$ cat src/rtl/subbytes_seq.sv
// Byte-serial SubBytes sequencer: one shared S-box processes NBYTES bytes per transaction.
// Define SUBBYTES_SEQ_SBOX_REG_EN to register the S-box output before capture (+1 cycle latency).
module subbytes_seq #(
    parameter int unsigned NBYTES = 16
) (
    input  logic                  clk,
    input  logic                  rst,
    input  logic                  in_valid,
    output logic                  in_ready,
    input  logic [8*NBYTES-1:0]   in_data,
    input  logic                  in_encrypt,
    output logic                  out_valid,
    input  logic                  out_ready,
    output logic [8*NBYTES-1:0]   out_data,
    output logic                  busy,
    output logic [7:0]            sbox_byte_in,
    output logic                  sbox_encrypt,
    input  logic [7:0]            sbox_byte_out
);

    localparam int unsigned IdxW = (NBYTES > 1) ? $clog2(NBYTES) : 1;
    localparam logic [IdxW-1:0] LastIdx = IdxW'(NBYTES - 1);

    typedef enum logic [1:0] {StIdle, StRun, StDone} state_e;

    state_e               state_q, state_d;
    logic [8*NBYTES-1:0]  src_q, src_d;
    logic [8*NBYTES-1:0]  res_q, res_d;
    logic                 mode_q, mode_d;
    logic [IdxW-1:0]      idx_q, idx_d;

    logic                 cap_en;
    logic [7:0]           cap_byte;
    logic                 drv_en;
    logic [IdxW-1:0]      drv_idx;

`ifdef SUBBYTES_SEQ_SBOX_REG_EN
    logic [7:0] sbox_out_q;
    logic       prime_q, prime_d;

    // prime_q marks the first RUN cycle, when the S-box register holds nothing useful yet.
    always_comb begin
        prime_d = (state_q == StIdle);
    end

    always_ff @(posedge clk or posedge rst) begin
        if (rst) begin
            sbox_out_q <= 8'h00;
            prime_q    <= 1'b1;
        end else begin
            sbox_out_q <= sbox_byte_out;
            prime_q    <= prime_d;
        end
    end

    // idx_q is the capture index; the drive index runs one byte ahead of it.
    always_comb begin
        cap_en   = (state_q == StRun) && !prime_q;
        cap_byte = sbox_out_q;
        drv_en   = (state_q == StRun) && (prime_q || (idx_q != LastIdx));
        drv_idx  = prime_q ? '0 : idx_q + 1'b1;
    end
`else
    always_comb begin
        cap_en   = (state_q == StRun);
        cap_byte = sbox_byte_out;
        drv_en   = (state_q == StRun);
        drv_idx  = idx_q;
    end
`endif

    always_comb begin
        state_d = state_q;
        src_d   = src_q;
        res_d   = res_q;
        mode_d  = mode_q;
        idx_d   = idx_q;
        case (state_q)
            StIdle: begin
                if (in_valid) begin
                    src_d   = in_data;
                    mode_d  = in_encrypt;
                    idx_d   = '0;
                    state_d = StRun;
                end
            end
            StRun: begin
                if (cap_en) begin
                    res_d[{idx_q, 3'b000} +: 8] = cap_byte;
                    if (idx_q == LastIdx) begin
                        state_d = StDone;
                    end else begin
                        idx_d = idx_q + 1'b1;
                    end
                end
            end
            StDone: begin
                if (out_ready) begin
                    state_d = StIdle;
                end
            end
            default: state_d = StIdle;
        endcase
    end

    always_ff @(posedge clk or posedge rst) begin
        if (rst) begin
            state_q <= StIdle;
            src_q   <= '0;
            res_q   <= '0;
            mode_q  <= 1'b1;
            idx_q   <= '0;
        end else begin
            state_q <= state_d;
            src_q   <= src_d;
            res_q   <= res_d;
            mode_q  <= mode_d;
            idx_q   <= idx_d;
        end
    end

    always_comb begin
        in_ready     = (state_q == StIdle);
        out_valid    = (state_q == StDone);
        busy         = (state_q != StIdle);
        out_data     = res_q;
        sbox_encrypt = mode_q;
        sbox_byte_in = drv_en ? src_q[{drv_idx, 3'b000} +: 8] : 8'h00;
    end

endmodule

$ cat config.mk
export PLATFORM = sky130hd
export DESIGN_NAME = subbytes_seq
export DESIGN_NICKNAME = d
export VERILOG_FILES = /design/src/rtl/subbytes_seq.sv
export SDC_FILE = /design/constraint.sdc
export NUM_CORES = 1
export LEC_CHECK = 0
export CAP_MARGIN = 20
export CORE_MARGIN = 1
export CORE_UTILIZATION = 54
export CTS_CLUSTER_SIZE = 16
export DETAILED_ROUTE_END_ITERATION = 16
export PLACE_DENSITY = 0.85
export REMOVE_ABC_BUFFERS = 1
export SLEW_MARGIN = 0
export SYNTH_ARGS = -nofsm -noshare
export SYNTH_HDL_FRONTEND = slang
export SYNTH_SLANG_ARGS = --single-unit
export TNS_END_PERCENT = 10
$ cat constraint.sdc
create_clock -name clk -period 16.4 [get_ports clk]
set_clock_uncertainty 0.05 [all_clocks]
set_input_delay 4.92 -clock clk [delete_from_list [all_inputs] [get_ports clk]]
set_output_delay 4.92 -clock clk [all_outputs]
set_load 0.02 [all_outputs]
### Yosys cells after proc, flatten, opt, wreduce, memory -nomap -nowiden

Cells that the tools add are included.

| cells by class | value |
|---|---|
| add/sub/neg operators | 2 |
| multiplexer cells | 9 |
| reduce and logical (&&, ||, !) cells | 6 |
| shift-type cells | 3 |
| eq/ne operators | 7 |

Operators by type and width:

| kind | count |
|---|---|
| $bwmux W128 | 1 |
| $shift A8 B9 Y128 const A | 1 |
| $shiftx A128 B8 Y8 | 1 |
| $shiftx A8 B9 Y128 | 1 |
| $neg A7 Y9 | 1 |
| $mux W4 | 2 |
| $mux W8 | 1 |
| $pmux W4 S2 | 1 |
| $mux W2 | 3 |
| $pmux W2 S3 | 1 |
| $reduce_and A3 Y1 | 2 |
| $add A4 B1 Y4 const B | 1 |
| $eq A4 B4 Y1 const B | 1 |
| $ne A2 B1 Y1 const B | 2 |
| $ne A2 B2 Y1 const B | 2 |
| $reduce_bool A2 Y1 | 2 |
| $eq A2 B1 Y1 const B | 1 |
| $eq A2 B2 Y1 const B | 1 |
| $logic_not A2 Y1 | 1 |
| $reduce_and A2 Y1 | 1 |

| word-level totals | value |
|---|---|
| input bits | 141 |
| register bits after elaboration | 263 |
| word-level logic and storage cells | 32 |
| output and inout bits | 140 |

### Logic depth before layout (Yosys ltp)

| depth | value |
|---|---|
| word-level depth | 3 |
| gate-level depth with buffers | 9 |
| gate-level depth less buffers | 6 |

### Worst setup path before layout

Ideal clock, no wire load.

| timing path | value |
|---|---|
| kind | register to output |
| from | register idx_q[1] (netlist: drv_idx[1]) |
| to | output sbox_byte_in[1] |
| data arrival time | 1.677 ns |
| buffers on the path | 3 |
| stages on the path, launching flop included | 8 |
| path slack | 9.753 ns |
| path through | dfrtp_1 -> buf_2 -> buf_2 -> buf_2 -> mux2i_1 -> a22oi_1 -> nand2_1 -> o22ai_1 |

| between the ends | value |
|---|---|
| cells in the longest elaborated chain, start to end | 2 |

Ends and longest elaborated chain:

| what | line | source |
|---|---|---|
| start, declared | 30 | `logic [IdxW-1:0] idx_q, idx_d;` |
| start signal, assigned | 118 | `idx_q <= idx_d;` |
| $shiftx A128 B8 Y8 | 128 | `sbox_byte_in = drv_en ? src_q[{drv_idx, 3'b000} +: 8] : 8'h00;` |
| $mux W8 | 128 |  |
| end, declared | 16 | `output logic [7:0] sbox_byte_in,` |

Every way passes these cells.

### Worst setup path after layout

| timing path | value |
|---|---|
| from | register idx_q[1] (netlist: drv_idx[1]) |
| to | output sbox_byte_in[2] |

The elaborated chain is that of the path after synthesis.

==> results.txt <==
Layout area overhead -> 32.7%
Die Area -> 0.0218 mm²
Antenna diodes -> 0
Synth cell types -> 44
R2R depth -> 6
vias in the first global route -> 7747
WS Path Type -> flop to output port
core footprint -> 0.0205 mm²
Final Non-Filler Cells -> 1345
Longest Clk Path Bufs -> 3
syn_area_per_cell -> 14.4 µm²
cells after synthesis -> 793
final WL -> 27600 µm
worst-skew pair later-pin latency -> 0.52 ns
Vias/cell -> 5.56
power share of the sequential group -> 36.2%
Clock Tree Root -> clkbuf_16
Buf+Inv Stages, Crit Path -> 2
Worst Path Max Fanout -> 36
WP data required -> 11.43 ns
fraction of layout cells with a size suffix above 1 -> 29.4%
Starting Density -> 55.9%
Final Hold Viols -> 0
Via Count -> 7473
RSZ-0062 raised after global routing -> no
crit path launch type -> flop
Placed Area -> 0.0143 mm²
layout filler cell count -> 1422
clk slew on worst S/H paths -> 0.06 ns
port bufs -> 280
final instance area -> 0.0152 mm²
H-tree Lvls -> 1
Critical Path Start -> drv_idx[1]$_DFFE_PP0P_
R2R setup slack -> 13.26 ns
initial antenna violation count -> 0
Final Util -> 74.1%
routed len/inst -> 20.5 µm
hold buffers post-CTS -> 0
GP Congestion -> 0.867
Synth Register Bits -> 263
drt drc -> 0
P_sw -> 1.13 mW
DIE WIDTH -> 148 µm
drt first pass iters -> 5
combinational power share -> 45.4%
fin. max-slew vios -> 0
Internal -> 2.02 mW
VDD IR max -> 0.000185 V
crit-path cells -> buf_4 -> nor2b_1 -> a22oi_1 -> nand2_1 -> o22ai_1 -> clkdlybuf4s50_1
Worst path depth -> 6
Post-Syn Area -> 0.0114 mm²
CP peak stage delay -> 0.68 ns
DP Cell Count -> 1297
Setup Total Neg Slack -> 0 ns
most used flip-flop cell after synthesis -> dfrtp_1
Worst Tran Pin Value -> 0.978 ns
sequential fraction of the synthesis area -> 57.5%
clock share of power -> 18.4%
Leak -> 6.62 nW
number of flops mapped to enable cells by yosys -> 0
overall global routing resource usage -> 26.0%
DRT antenna net count -> 0
CP max stage cell -> nor2b_1
initial detailed-routing violation count -> 290
FF-to-FF End -> out_data[66]$_DFFE_PP0P_
worst setup margin -> 8.24 ns
row count -> 52
Setup Viol. Count Final -> 0
fmax -> 123 MHz
period utilisation layout -> 49.8%
I/O pin cnt -> 281
grt ovf -> 0
crit path DAT -> 3.19 ns
post-CTS setup repair buffer count -> 0
max-cap viol count -> 0
slew margin rel. -> 34.8%
synth warn -> 0
# resized after CTS -> 0
CTS buffer count -> 27
CTS tree -> built
Largest delay share family, worst path -> buffers and inverters
Tot Pwr -> 3.15 mW
largest net degree at the start of global routing -> 104
die height -> 148 µm
Hold Path Class -> flop to flop
switching share of power -> 35.8%
pre-CTS setup slack -> 8.81 ns
CP Capture Type -> output port
minimum clock period -> 8.16 ns
first-pass GRT wire length -> 43600 µm
clk sinks -> 263
Pwr Density -> 208 mW/mm²
async set or reset register ratio after synthesis -> 100%
status -> completed
FF-to-FF Start -> drv_idx[0]$_DFFE_PP0P_
worst hold margin -> 0.440 ns
# nets final -> 1202
HPWL Detailed -> 19400 µm
capture point of the worst path -> sbox_byte_in[2]
==> kinds of logic (layout without fill, tap and decap cells) <==
group / count (synthesis) / in the layout / synth area share (%)
buf+inv: 56 / 338 / 2.87
compound gates: 56 / 56 / 3.48
simple gates: 88 / 88 / 4.44
fa+ha+maj: 4 / 4 / 0.437
mux: 322 / 322 / 31.0
xor+xnor: 4 / 4 / 0.306
flops: 263 / 263 / 57.5
==> worst min-delay path by stage <==
stage,startpoint,end,slack (ns),depth (start not counted)
CTS,src_q[5]$_DFFE_PP0P_,src_q[5]$_DFFE_PP0P_,0.44,1
global route,src_q[4]$_DFFE_PP0P_,src_q[4]$_DFFE_PP0P_,0.46,1
floorplan,src_q[0]$_DFFE_PP0P_,src_q[0]$_DFFE_PP0P_,0.41,1
finish,src_q[2]$_DFFE_PP0P_,src_q[2]$_DFFE_PP0P_,0.44,1
detailed placement,src_q[5]$_DFFE_PP0P_,src_q[5]$_DFFE_PP0P_,0.43,1
global placement,src_q[5]$_DFFE_PP0P_,src_q[5]$_DFFE_PP0P_,0.42,1
==> state kept, by name, indices dropped and copies added (netlist names) <==
name          cells
drv_idx           4
state_q           2
src_q           128
sbox_encrypt      1
out_data        128
==> layout by cell type (no fill, tap or decap), types with 3 or more instances in the layout <==
cell / synthesis / routed
nor2b_1: 6 / 6
clkinv_2: 0 / 6
inv_1: 5 / 4
nand3_2: 3 / 3
nor2_1: 5 / 5
a22oi_1: 32 / 32
clkdlybuf4s50_1: 0 / 280
and3_1: 10 / 10
mux2_1: 9 / 9
clkbuf_8: 0 / 4
and2_1: 10 / 9
dfrtp_1: 262 / 260
mux2_2: 248 / 248
clkbuf_1: 4 / 7
nand2_1: 27 / 27
clkbuf_16: 0 / 27
a21o_1: 3 / 3
a21oi_1: 3 / 3
nand3_1: 3 / 3
nand2b_1: 4 / 4
nor2_2: 7 / 7
mux2i_1: 65 / 65
ha_1: 4 / 4
o22ai_1: 8 / 8
buf_4: 3 / 5
==> final cells by class <==
class	count	area (µm²)	share of cell area [%]
multi-input cells	474	4540	29.9
well taps	270	338	2.22
flip-flops and latches	263	6590	43.4
clock inverters	9	76.3	0.503
repair buffers	286	2870	18.9
inverters	5	26.3	0.173
clock buffers	38	757	4.98
==> per-layer routing <==
| metal | share of wire (%) | up-vias | wire [µm] | global-route usage (%) |
|---|---|---|---|---|
| met5 | 0 | - | 0 | 0 |
| met4 | 2.7 | 0 | 740 | 7.99 |
| met3 | 6.5 | 49 | 1780 | 4.91 |
| met2 | 49 | 270 | 13400 | 43.1 |
| met1 | 42 | 3781 | 11600 | 34.7 |
| li1 | - | 3373 | - | - |
==> synth_stat cells, types with 2 or more instances <==
cell type / count / area share, %
nor3_1: 2 / 0.087
mux2i_1: 65 / 5.7
mux2_1: 9 / 0.89
xnor2_1: 2 / 0.15
inv_1: 5 / 0.16
buf_1: 13 / 0.43
and2_1: 10 / 0.55
xor2_1: 2 / 0.15
nand3_1: 3 / 0.13
nor3b_1: 2 / 0.13
a31oi_1: 2 / 0.11
buf_4: 3 / 0.20
buf_6: 11 / 1.1
and3_1: 10 / 0.55
a21o_1: 3 / 0.20
nor2_1: 5 / 0.16
a22o_1: 2 / 0.15
mux2_2: 248 / 24
ha_1: 4 / 0.44
nand2b_1: 4 / 0.22
nand4_2: 2 / 0.22
nor2_2: 7 / 0.38
o22ai_1: 8 / 0.44
a21oi_1: 3 / 0.13
dfrtp_1: 262 / 57
nand3_2: 3 / 0.26
a22oi_1: 32 / 2.1
buf_2: 20 / 0.87
o21ai_1: 2 / 0.087
nor2b_1: 6 / 0.33
clkbuf_1: 4 / 0.13
nand2_1: 27 / 0.89
==> power by group through the flow <==
stage          clock [mW]  sequential (mW)  combinational, mW
2_1_floorplan           0             1.29              0.712
3_5_place_dp            0             1.15               1.43
3_3_place_gp            0             1.14               1.40
6_report            0.580             1.14               1.43
5_1_grt             0.617             1.18               1.53
4_1_cts             0.588             1.14               1.44
Note: power is estimated with default switching activity, not from simulation.
==> RTL edit: new RTL, config.mk and constraints unchanged <==
`NBYTES`: 16 -> 32.
--- a/src/rtl/subbytes_seq.sv
+++ b/src/rtl/subbytes_seq.sv
@@ -1,7 +1,7 @@
 // Byte-serial SubBytes sequencer: one shared S-box processes NBYTES bytes per transaction.
 // Define SUBBYTES_SEQ_SBOX_REG_EN to register the S-box output before capture (+1 cycle latency).
 module subbytes_seq #(
-    parameter int unsigned NBYTES = 16
+    parameter int unsigned NBYTES = 32
 ) (
     input  logic                  clk,
     input  logic                  rst,
Ports: changed (resized in_data and out_data); port bits go from 281 to 537. The function was not compared with the original's and may differ.
==> RTL edit against the unedited design <==
- wire length increased by 140%
- highest routed layer is now met5
- sequential share of layout area increased by 0.13 points
- setup slack got worse by 1200 ps
- design area increased by 97%
- sequential cell count increased by 257
- area after synthesis increased by 96%
- fmax decreased by 13%
- power increased by 86%
==> RTL edit: results (changes against the unedited design) <==
Status
  – Status: finished clean (unchanged)

GRT
  – Initial antenna violation count: 17 (was 0)
  – GRT Total Usage: 0.309 (was 0.260)
  – Met3 global-route usage: 0.0876 (was 0.0491)
  – Largest net degree at the start of global routing: 166 (was 104)

Finish
  – Ratio of cells with drive above 1 in the final layout: 0.338 (was 0.294)
  – Layout Cells excl Fill: 2600 (was 1345)
  – #MultiIn Comb: 883 (was 474)
  – ClkCell Share: 0.0595 (was 0.0549)
  – Bufs w/o clock: 550 (was 286)
  – Nets: 2293 (was 1202)
  – Register area: 13000 um2 (was 6590 um2)
  – Final core utilization: 0.733 (was 0.741)
  – Non-clock buffering overhead: 0.184 (was 0.189)

Pwr
  – Leak Pwr: 0.0131 uW (was 0.00662 uW)
  – Worst VDD drop: 0.195 mV (was 0.185 mV)

Synth
  – Number of distinct library cells after synthesis: 53 (was 44)
  – Seq/Total Area, Yosys: 0.581 (was 0.575)
  – Avg Inst Size Synth: 14.9 um2 (was 14.4 um2)
  – Post-synth top cells: 519 x dfrtp_1, 504 x mux2_2, 59 x nor2_1 (was 262 x dfrtp_1, 248 x mux2_2, 65 x mux2i_1)

Placed design
  – Dpl cell area: 28100 um2 (was 14300 um2)
  – Placer's final routability congestion estimate: 0.904 (was 0.867)
  – Post-Place Cells: 2493 (was 1297)
  – Port buffer count: 536 (was 280)
  – DPL Wire Length: 46500 um (was 19400 um)

Timing
  – Fin Hold WS: 441 ps (was 440 ps)
  – Slew Limit Headroom: 0.296 (was 0.348)
  – Post-route setup slack: 6990 ps (was 8240 ps)

Routing
  – DR WL met3: 5240 um (was 1780 um)
  – Wire per inst: 25.0 um (was 20.5 um)
  – Met2 wire length: 32400 um (was 13400 um)

Clock network
  – H-Tree Depth: 2 (was 1)
  – Worst skew pair latency: 600 ps (was 520 ps)
  – Num CTS Buffers: 53 (was 27)

Critical path
  – Critical R2R Capture: drv_idx[0] (was out_data[66])
  – Reg2reg path depth: 7 (was 6)
  – Critical Path Max Stage Delay: 920 ps (was 680 ps)
  – CP max stage cell: dfrtp_4 (was nor2b_1)
  – R2R Setup Slk: 11410 ps (was 13260 ps)
  – Max FO, Critical Path: 44 (was 36)
## RTL edit: changes by cell type in the layout (fill, tap and decap cells not counted), moves of 13 or more
cell / change
a22oi_1: -32
mux2i_1: -27
mux4_2: +41
nand2_2: +23
nand2_1: +20
a211oi_1: +14
clkdlybuf4s50_1: +256
nor2_1: +54
mux2_2: +256
clkbuf_16: +26
dfrtp_1: +256
and2_1: +13
## RTL edit: cells by family after synthesis
logic type,synth area share
multiplexers,0.321
flip-flops,0.581
AND/OR/NAND/NOR,0.0478
buffers and inverters,0.0215
AO/OA/AOI/OAI,0.0239
adder cells (fa/ha/maj),0.00335
XOR/XNOR,0.00117
## RTL edit: power by group through the flow
| stage | Combinational, uW | Sequential, uW | Clock (uW) |
|---|---|---|---|
| finish | 2450 | 2190 | 1230 |
| global route | 2600 | 2250 | 1300 |
| CTS | 2460 | 2180 | 1250 |
| detailed placement | 2450 | 2200 | 0 |
| global placement | 2380 | 2170 | 0 |
| floorplan | 1280 | 2380 | 0 |
